**config.mk**
```make
export PLATFORM = sky130hd
export DESIGN_NAME = rx192_train_detect
export DESIGN_NICKNAME = d
export VERILOG_FILES = /design/src/rtl/rx192_train_detect.sv
export SDC_FILE = /design/constraint.sdc
export NUM_CORES = 1
export LEC_CHECK = 0
export CORE_ASPECT_RATIO = 1.2
export CORE_MARGIN = 8
export CORE_UTILIZATION = 45
export DETAILED_ROUTE_END_ITERATION = 6
export HOLD_SLACK_MARGIN = 0.03
export PLACE_DENSITY = 0.88
export SLEW_MARGIN = 10
export SYNTH_ARGS = -nofsm -noshare
export SYNTH_HDL_FRONTEND = slang
export SYNTH_SLANG_ARGS = --single-unit
```
**constraint.sdc**
```tcl
create_clock -name clk -period 6.8 [get_ports clk]
set_input_delay 0.68 -clock clk [delete_from_list [all_inputs] [get_ports clk]]
set_output_delay 0.68 -clock clk [all_outputs]
set_load 0.02 [all_outputs]
```
**src/rtl/rx192_train_detect.sv**
```systemverilog
// rx192_train_detect: locks onto the ESC -> IDLE -> SYNC training sequence of a
// 192-bit word stream, then forwards payload words over a valid/ready handshake.
module rx192_train_detect #(
  parameter logic [47:0] ESC_WORD  = 48'hFBFB_FBFB_FBFB,
  parameter logic [47:0] IDLE_WORD = 48'h0707_0707_0707,
  parameter logic [47:0] SYNC_WORD = 48'hA5A5_A5A5_A000,
  parameter int unsigned ESC_CNT   = 4,
  parameter int unsigned IDLE_CNT  = 4,
  parameter int unsigned SYNC_CNT  = 4
) (
  input  logic         clk,
  input  logic         reset_n,
  input  logic [191:0] in_data,
  input  logic         in_txen,
  output logic         ideal,
  output logic [191:0] out_data,
  output logic         out_valid,
  input  logic         out_ready,
  output logic         link_up,
  output logic [2:0]   state,
  output logic [7:0]   err_cnt
);
  typedef enum logic [2:0] {HUNT = 3'd0, ESC = 3'd1, IDLE = 3'd2, SYNC = 3'd3, LINK = 3'd4} state_t;

  state_t         r_state, w_nstate;
  logic [7:0]     r_cnt, w_ncnt, r_err;
  logic           r_link, r_valid;
  logic [191:0]   r_data;
  logic           w_acc, w_esc, w_idle, w_sync, w_err, w_fwd;
  logic [7:0]     w_cnt_inc, w_err_inc;

  // a word is a training word only when all four chars carry the pattern
  assign w_esc     = in_data == {4{ESC_WORD}};
  assign w_idle    = in_data == {4{IDLE_WORD}};
  assign w_sync    = in_data == {4{SYNC_WORD}};
  assign ideal     = !r_link | !r_valid | out_ready;
  assign w_acc     = in_txen & ideal;
  assign w_cnt_inc = (r_cnt == 8'hFF) ? r_cnt : r_cnt + 8'd1;
  assign w_err_inc = (r_err == 8'hFF) ? r_err : r_err + 8'd1;

  always_comb begin
    w_nstate = r_state;
    w_ncnt   = r_cnt;
    w_err    = 1'b0;
    w_fwd    = 1'b0;
    if (w_acc) begin
      case (r_state)
        HUNT: if (w_esc) begin w_nstate = ESC; w_ncnt = 8'd1; end
        ESC:
          if (w_esc) w_ncnt = w_cnt_inc;
          else if (w_idle && r_cnt >= 8'(ESC_CNT)) begin w_nstate = IDLE; w_ncnt = 8'd1; end
          else begin w_nstate = HUNT; w_ncnt = 8'd0; w_err = 1'b1; end
        IDLE:
          if (w_idle) w_ncnt = w_cnt_inc;
          else if (w_sync && r_cnt >= 8'(IDLE_CNT)) begin
            w_nstate = (SYNC_CNT == 1) ? LINK : SYNC;
            w_ncnt   = 8'd1;
          end
          else if (w_esc) begin w_nstate = ESC; w_ncnt = 8'd1; w_err = 1'b1; end
          else begin w_nstate = HUNT; w_ncnt = 8'd0; w_err = 1'b1; end
        SYNC:
          if (w_sync && ({1'b0, r_cnt} + 9'd1) == 9'(SYNC_CNT)) w_nstate = LINK;
          else if (w_sync) w_ncnt = w_cnt_inc;
          else if (w_esc) begin w_nstate = ESC; w_ncnt = 8'd1; w_err = 1'b1; end
          else begin w_nstate = HUNT; w_ncnt = 8'd0; w_err = 1'b1; end
        LINK:
          if (w_esc) begin w_nstate = ESC; w_ncnt = 8'd1; end
          else w_fwd = 1'b1;
        default: begin w_nstate = HUNT; w_ncnt = 8'd0; end
      endcase
    end
  end

  always_ff @(posedge clk) begin
    if (!reset_n) begin
      r_state <= HUNT;
      r_cnt   <= 8'd0;
      r_err   <= 8'd0;
      r_link  <= 1'b0;
      r_valid <= 1'b0;
      r_data  <= '0;
    end else begin
      r_state <= w_nstate;
      r_cnt   <= w_ncnt;
      r_link  <= w_nstate == LINK;
      if (w_err) r_err <= w_err_inc;
      if (w_fwd) r_data <= in_data;
      r_valid <= w_fwd | (r_valid & !out_ready);
    end
  end

  assign out_data  = r_data;
  assign out_valid = r_valid;
  assign link_up   = r_link;
  assign state     = r_state;
  assign err_cnt   = r_err;
endmodule

```
# ---- Word-level counts from Yosys, hierarchy flattened
# Cells that the tools add are included.
# W data, S select, Z words.
dict set report word_totals {
  rom_bits 0
  ramBits 0
  in_bits 196
  out_inout_bits 206
  wordCells 70
  latch_bits 0
  n_memories 0
  register_bits 213
}
dict set report op_classes {
  n_mul 0
  addsub 3
  shifts 0
  n_lt_le_gt_ge 1
  reduce_logical 10
  mux 31
  eq_ne 13
  n_bitwise 6
  n_div 0
}
# op n
set op_table {}
lappend op_table {{$eq A192 B192 Y1 const B} 2}
lappend op_table {{$eq A192 B187 Y1 const B} 1}
lappend op_table {{$mux W8} 6}
lappend op_table {{$pmux W8 S4} 1}
lappend op_table {{$mux W3} 6}
lappend op_table {{$add A8 B1 Y8 const B} 2}
lappend op_table {{$eq A8 B8 Y1 const B} 2}
lappend op_table {{$mux W1} 14}
lappend op_table {{$pmux W3 S4} 1}
lappend op_table {{$add A8 B1 Y9 const B} 1}
lappend op_table {{$eq A9 B3 Y1 const B} 1}
lappend op_table {{$ge A8 B3 Y1 const B} 1}
lappend op_table {{$eq A3 B2 Y1 const B} 2}
lappend op_table {{$eq A3 B3 Y1 const B} 2}
lappend op_table {{$mux W2} 2}
lappend op_table {{$eq A3 B1 Y1 const B} 1}
lappend op_table {{$logic_and A1 B1 Y1} 3}
lappend op_table {{$logic_not A1 Y1} 3}
lappend op_table {{$logic_not A3 Y1} 1}
lappend op_table {{$or A1 B1 Y1} 3}
lappend op_table {{$pmux W1 S3} 1}
lappend op_table {{$reduce_and A3 Y1} 1}
lappend op_table {{$and A1 B1 Y1} 2}
lappend op_table {{$ne A2 B1 Y1 const B} 1}
lappend op_table {{4 further kinds} 4}

# ---- Depth between registers and ports, before layout
dict set report logic_depth {
  depth_word 7
  ltp_mapped 10
  depth_no_buf 8
}

# ---- Least setup slack after synthesis
# No wires, ideal clock.
dict set report synth_timing {
  path_kind {input to register}
  from {input in_data[10]}
  to {register r_cnt[1]}
  path_buffers 1
  t_arrival_ps 2587
  cell_stages 8
  required_ps 6678
  setup_ps 122
  slack_ps 4090
  path_cell_list {nand4bb_1 nor4_2 nand3_1 o41ai_4 nand2_4 or2_1 buf_6 a311o_1}
}
dict set report synth_via {
  elab_chain_len 4
  word_cells_on_any_way 12
  classes_between {5 x eq/ne; 5 x mux; 2 x reduce/logical}
}
# item line_no
set synth_rtl {}
lappend synth_rtl {{from (decl)} 13} ;# input logic [191:0] in_data,
lappend synth_rtl {{$eq A192 B192 Y1} 35} ;# assign w_sync = in_data == {4{SYNC_WORD}};
lappend synth_rtl {{$mux W8 or $logic_and A1 B1 Y1 (tied branches)} {63, 62}}
lappend synth_rtl {{$mux W8 or $ne A2 B2 Y1 (tied branches)} --}
lappend synth_rtl {{$pmux W8 S4 or $reduce_and A3 Y1 (tied branches)} --}
lappend synth_rtl {{to (signal assigned)} 84} ;# r_cnt <= w_ncnt;
lappend synth_rtl {{to (decl)} 26} ;# logic [7:0] r_cnt, w_ncnt, r_err;
# Several ways; a longest one is shown, not always the timed one. The select of a mux whose other input is x is not followed.
# A chain may end at the register's enable or synchronous reset.

# ---- Worst setup path after layout
dict set report layout_timing {
  from {input in_data[25]}
  to {register r_data[166], in the netlist out_data[166]}
}
dict set report layout_via {
  elab_chain_len 4
}
# item line_no
set layout_rtl {}
lappend layout_rtl {{$eq A192 B192 Y1} 33} ;# assign w_esc = in_data == {4{ESC_WORD}};
lappend layout_rtl {{$mux W1} 67} ;# if (w_esc) begin w_nstate = ESC; w_ncnt = 8'd1; end
lappend layout_rtl {{$mux W1} 47} ;# case (r_state)
lappend layout_rtl {{$mux W1} 46} ;# if (w_acc) begin
lappend layout_rtl {{to (signal assigned)} 87} ;# if (w_fwd) r_data <= in_data;
lappend layout_rtl {{to (decl)} 28} ;# logic [191:0] r_data;
# Every way passes these cells.

==> results.txt <==
PortBufs: 401
Top delay family on crit path: simple AND/OR/NAND/NOR gates
Terminus of the critical flop-to-flop path: out_data[117]$_SDFFE_PN0P_
Post-synth top area share: 45.5%
Slowest CP cell: nor4_1
Pre-CTS WS: 2.15 ns
Worst skew pair latency: 0.50 ns
Die Area: 25700 sq um
Post_cts resized: 0
Startpoint Class: input port
Critical Path Stages: 9
CP Max Fanout: 149
Vias: 11084
Post-Syn Area: 9380 sq um
Register area share after synthesis: 45.5%
First-pass GRT wire length: 64400 um
Root Driver: clkbuf_16
H-tree levels: 1
Final worst path period need: 4.38 ns
Post-synthesis sequential element count: 213
Outcome: complete, no violations
Endpoints failing setup: 0
Total gr overflow: 0
Worst Path Buf+Inv: 2
Layout fillers: 1604
Top cells by count, synth: 408 x nand2_1, 213 x dfxtp_1, 200 x a21oi_1, 58 x nor4_1, 50 x nand4_1
WL/cell: 23.9 um
Max cap viols: 0
Deepest clock path buffer count: 3
Cell count after synthesis: 1202
Final hold vios: 0
Critical path required time: 7.20 ns
Crit-path cells: clkdlybuf4s50_1, nand4_1, nor4_1, nand3_1, o41ai_4, or2_4, buf_12, nand2_1, a21oi_1
Num rows: 58
Clock-pin slew on the worst setup and hold paths: 0.06 ns
Worst Skew: 0.00587 ns
Fmax: 228 MHz
Post-Syn Area per Cell: 7.80 sq um
First-pass iteration count of the detailed router: 6
Cts bufs inserted: 21
Sink Count: 213
Worst path arrival time: 4.78 ns
Hold Crit Class: flop to flop
Library cells used by synthesis: 56
Via density: 6.01
Leak: 4.42 nW
Vias in the first global route: 10596
Area of the core: 20700 sq um
Detailed Place HPWL: 33500 um
Worst Tran Pin Value: 1.22 ns
Initial Utilization: 45.3%
Drt total wl: 44000 um
# IOs: 402
Async SR Flop Fraction: 0%
Setup WS post-layout: 2.42 ns
Layout cell share with drive strength beyond 1: 2.86%
Final std cell area, no fill: 14100 sq um
Crit path launch: in_data[25]
Postcts setup bufs: 0
Post-synth EDFFs: 0
Most frequent cell after synthesis: nand2_1
FF-to-FF Start: link_up$_SDFF_PN0_
VDD IR-drop max: 168 uV
Synth area leaders: dfxtp_1 45%, nand2_1 16%, a21oi_1 11%, nor4_1 3.9%, nand4_1 3.3%
CP endpoint kind: flop
DIE WIDTH: 148 um
P per Cell Area: 190 nW/um^2
Slew Limit Fails: 0
GRT Util Overall: 32.1%
Area occupied by multi-input gates: 4740 sq um
DRC viols: 0
Placed Area: 13400 sq um
FF/Latch Area: 4260 sq um
CP Capture Point: out_data[166]$_SDFFE_PN0P_
Pin count of the biggest net entering global routing: 150
Fin crit share: 64.4%
CP Class: input port to flop
Initial drt markers: 1124
Hold Buf Count CTS: 0
Post-DRT Antenna Nets: 0
Gpl congestion: 0.960
Ys flop type: dfxtp_1
Setup TNS: 0 ns
Synthesis Warnings: 0
Worst Reg-to-Reg Cells: 7
CTS tree: built
Final #Nets: 1759
CP max stage delay: 0.82 ns
Largest area contributor in the synthesized netlist: dfxtp_1
Initial antenna violation count: 1
Vert. Die Dim: 174 um
Worst slew margin: 18.5%
Setup repair after global routing missed its margin: false
Area delta synth->final: 50.7%
Post-Syn Nets: 1402
Flop2flop setup slack: 3.52 ns
==> cell usage in the layout, fill, tap and decap left out, drive strengths merged, types with 3 or more instances in the layout <==
cell	count
a21boi	4
a21oi	200
a31oi	3
and2	5
and3	7
and4	3
buf	5
clkbuf	32
clkdlybuf4s50	401
dfxtp	213
ha	4
inv	9
mux2i	7
nand2	409
nand2b	8
nand3	15
nand4	50
nand4b	23
nand4bb	5
nor2	11
nor3	14
nor3b	3
nor4	62
nor4b	25
nor4bb	7
o21ai	5
o221a	6
==> through the flow <==
step                instances  total power [W]  util [%]  hold slack, ns
finish                   1844          0.00268      68.3           0.454
global route             1844          0.00274      68.3           0.467
CTS                      1843          0.00268      68.3           0.454
detailed placement       1806          0.00152      65.0           0.446
global placement         1806          0.00151      65.0           0.440
floorplan                1202          0.00132         -           0.533
==> worst min path at each step <==
stage | from | to | cells past startpoint
finish | out_data[43]$_SDFFE_PN0P_ | out_data[43]$_SDFFE_PN0P_ | 2
global route | out_data[22]$_SDFFE_PN0P_ | out_data[22]$_SDFFE_PN0P_ | 2
CTS | out_data[36]$_SDFFE_PN0P_ | out_data[36]$_SDFFE_PN0P_ | 2
detailed placement | out_data[36]$_SDFFE_PN0P_ | out_data[36]$_SDFFE_PN0P_ | 2
global placement | out_data[20]$_SDFFE_PN0P_ | out_data[20]$_SDFFE_PN0P_ | 2
floorplan | out_data[0]$_SDFFE_PN0P_ | out_data[0]$_SDFFE_PN0P_ | 2
==> sequential cells by signal (all words and copies together) (netlist names) <==
| signal | cells |
|---|---|
| out_data | 192 |
| err_cnt | 8 |
| r_cnt | 8 |
| state | 3 |
| link_up | 1 |
| out_valid | 1 |
==> cell type report <==
| type | count | area share (%) |
|---|---|---|
| multi-input cells | 908 | 33.5 |
| clock inverters | 5 | 0.593 |
| repair buffers | 406 | 28.7 |
| flip-flops and latches | 213 | 30.2 |
| clock buffers | 32 | 4.29 |
| diodes | 1 | 0.0177 |
| well taps | 270 | 2.39 |
| inverters | 9 | 0.274 |
==> routing by layer <==
metal	up-vias	share of wire [%]	GRT usage, %
li1	4988	-	-
met1	5258	35	35.8
met5	-	0	0
met2	690	49	55.3
met4	0	5.2	15.6
met3	148	11	8.74
==> cells by family (layout without fill, tap and decap cells) <==
family | count (synthesis) | after routing | synth area share, %
buffers and inverters | 81 | 452 | 4.12
and+or+nand+nor | 655 | 655 | 34.6
adders and majority gates | 4 | 4 | 0.534
xor gates and xnor gates | 2 | 2 | 0.187
other | 0 | 1 | 0
muxes | 7 | 7 | 0.747
DFF | 213 | 213 | 45.5
AOI/OAI and AO/OA | 240 | 240 | 14.3
==> worst min-delay path, delay by kind of cell (launching register included) <==
family           cells  cell delay (ns)
flip-flops           1             0.31
AND/OR/NAND/NOR      1             0.05
AO/OA/AOI/OAI        1             0.05
==> power by group <==
group	internal, W	switching, W
clock	0.000692	0.000492
combinational	0.000120	0.000126
sequential	0.00125	0.00000107
total	0.00206	0.000619
(Power assumes the default switching activity.)
==> patch (config.mk and constraints unchanged) <==
Put one more register stage on the output `err_cnt`, without a reset. The value now appears one clock later. The other outputs are not delayed to match.
--- a/src/rtl/rx192_train_detect.sv
+++ b/src/rtl/rx192_train_detect.sv
@@ -95,3 +95,5 @@
   assign state     = r_state;
-  assign err_cnt   = r_err;
+  always_ff @(posedge clk) begin
+    err_cnt <= r_err;
+  end
 endmodule
Behaviour: not the same (Yosys sat finds a counterexample within 4 cycles, from zero or initial values and one cycle with reset_n low).
==> patch against the original RTL <==
Sequential power is 4% higher; clock skew is 5.5 ps higher; cell area is 0.57% lower; sequential cell count is 8 higher; routed wire length is 6.1% lower; setup slack worse by 51 ps; area after synthesis is 1.7% lower; total power is 4.3% higher; largest cell class unchanged.
==> patch: results (changes against the original RTL) <==
metric	value	unit	change
worst_clock_skew	11.4	ps	+5.52 ps
peakVddDrop	0.000196	V	+17%
gp_routability_congestion	0.937		-2.4%
synth.net_count	1381		-1.5%
detailedPlace.worstSlack	2030	ps	-121 ps
nets	1742		-0.97%
cp.arrival	4830	ps	+50 ps
hold-path-endpoint	err_cnt[6]$_DFF_P_		
die_width	147	um	-0.78%
timing.hold.worst.start	r_err[6]$_SDFFE_PN0P_		
detailedPlacementHpwl	31700	um	-5.4%
globalRouteTotalUtil	0.308		-0.0129
drive_above_1_share	0.0340		+0.00543
grt_max_degree	135		-10%
synth.area.top_cells	sky130_fd_sc_hd__dfxtp_1, sky130_fd_sc_hd__nand2_1, sky130_fd_sc_hd__a21oi_1		
timing.critical_path.to	out_data[18]$_SDFFE_PN0P_		
wire_length_per_cell	22.6	um	-5.1%
detailed_place.area	13300	um2	-1.0%
setup.worst_path.start	in_data[100]		
power.leakage	4.47	nW	+1.1%
critical_path.slowest_cell	sky130_fd_sc_hd__clkdlybuf4s50_1		
initial_antenna_violation_count	3		+2
run_status	finished, final reports clean		
grt_pass1_wl	61500	um	-4.6%
timing.slew.headroom	0.280		+0.0953
dr.pass1.iters	5		-1
crit_path_max_fanout	116		-22%
-- patch: cell types whose count changed in the layout (fill, tap and decap cells not counted), moves of 6 or more --
cell	unedited run	this run
sky130_fd_sc_hd__clkinv_2	0	6
sky130_fd_sc_hd__dfxtp_1	213	221
sky130_fd_sc_hd__nand2_1	408	415
sky130_fd_sc_hd__nand4b_1	23	15
sky130_fd_sc_hd__nor2_1	10	21
sky130_fd_sc_hd__nor4_1	58	41
sky130_fd_sc_hd__o221a_1	6	0
-- patch: stage by stage --
stage	power, mW	std cells
global placement	1.55	1782
detailed placement	1.56	1782
CTS	2.79	1822
finish	2.79	1825
global route	2.86	1825
floorplan	1.37	1181
-- patch: routing by layer --
metal	part of all wire	vias up	track usage
met5	0	-	0
li1	-	4854	-
met1	0.37	4944	0.355
met4	0.049	0	0.136
met3	0.092	109	0.0765
met2	0.49	554	0.528
-- patch: kinds of logic after synthesis --
family / after synthesis / share of synthesized area
buffers and inverters: 76 / 0.0369
muxes: 5 / 0.00543
DFF: 221 / 0.480
AOI/OAI and AO/OA: 231 / 0.136
and+or+nand+nor: 639 / 0.332
xor gates and xnor gates: 5 / 0.00475
adders and majority gates: 4 / 0.00543
-- patch: final cells by class --
class	count	area, um2
multi-input cells	884	4470
fillers	1638	6130
clock buffers	32	649
diodes	3	7.51
flip-flops and latches	221	4420
repair buffers	404	4050
clock inverters	8	90.1
well taps	265	332
inverters	8	35.0
-- patch: power groups by stage --
stage	Sequential, mW	Clock, mW	Combinational, mW
3_5_place_dp	1.33	0	0.229
3_3_place_gp	1.33	0	0.228
5_1_grt	1.30	1.32	0.244
6_report	1.30	1.26	0.235
2_1_floorplan	1.33	0	0.0461
4_1_cts	1.30	1.27	0.230
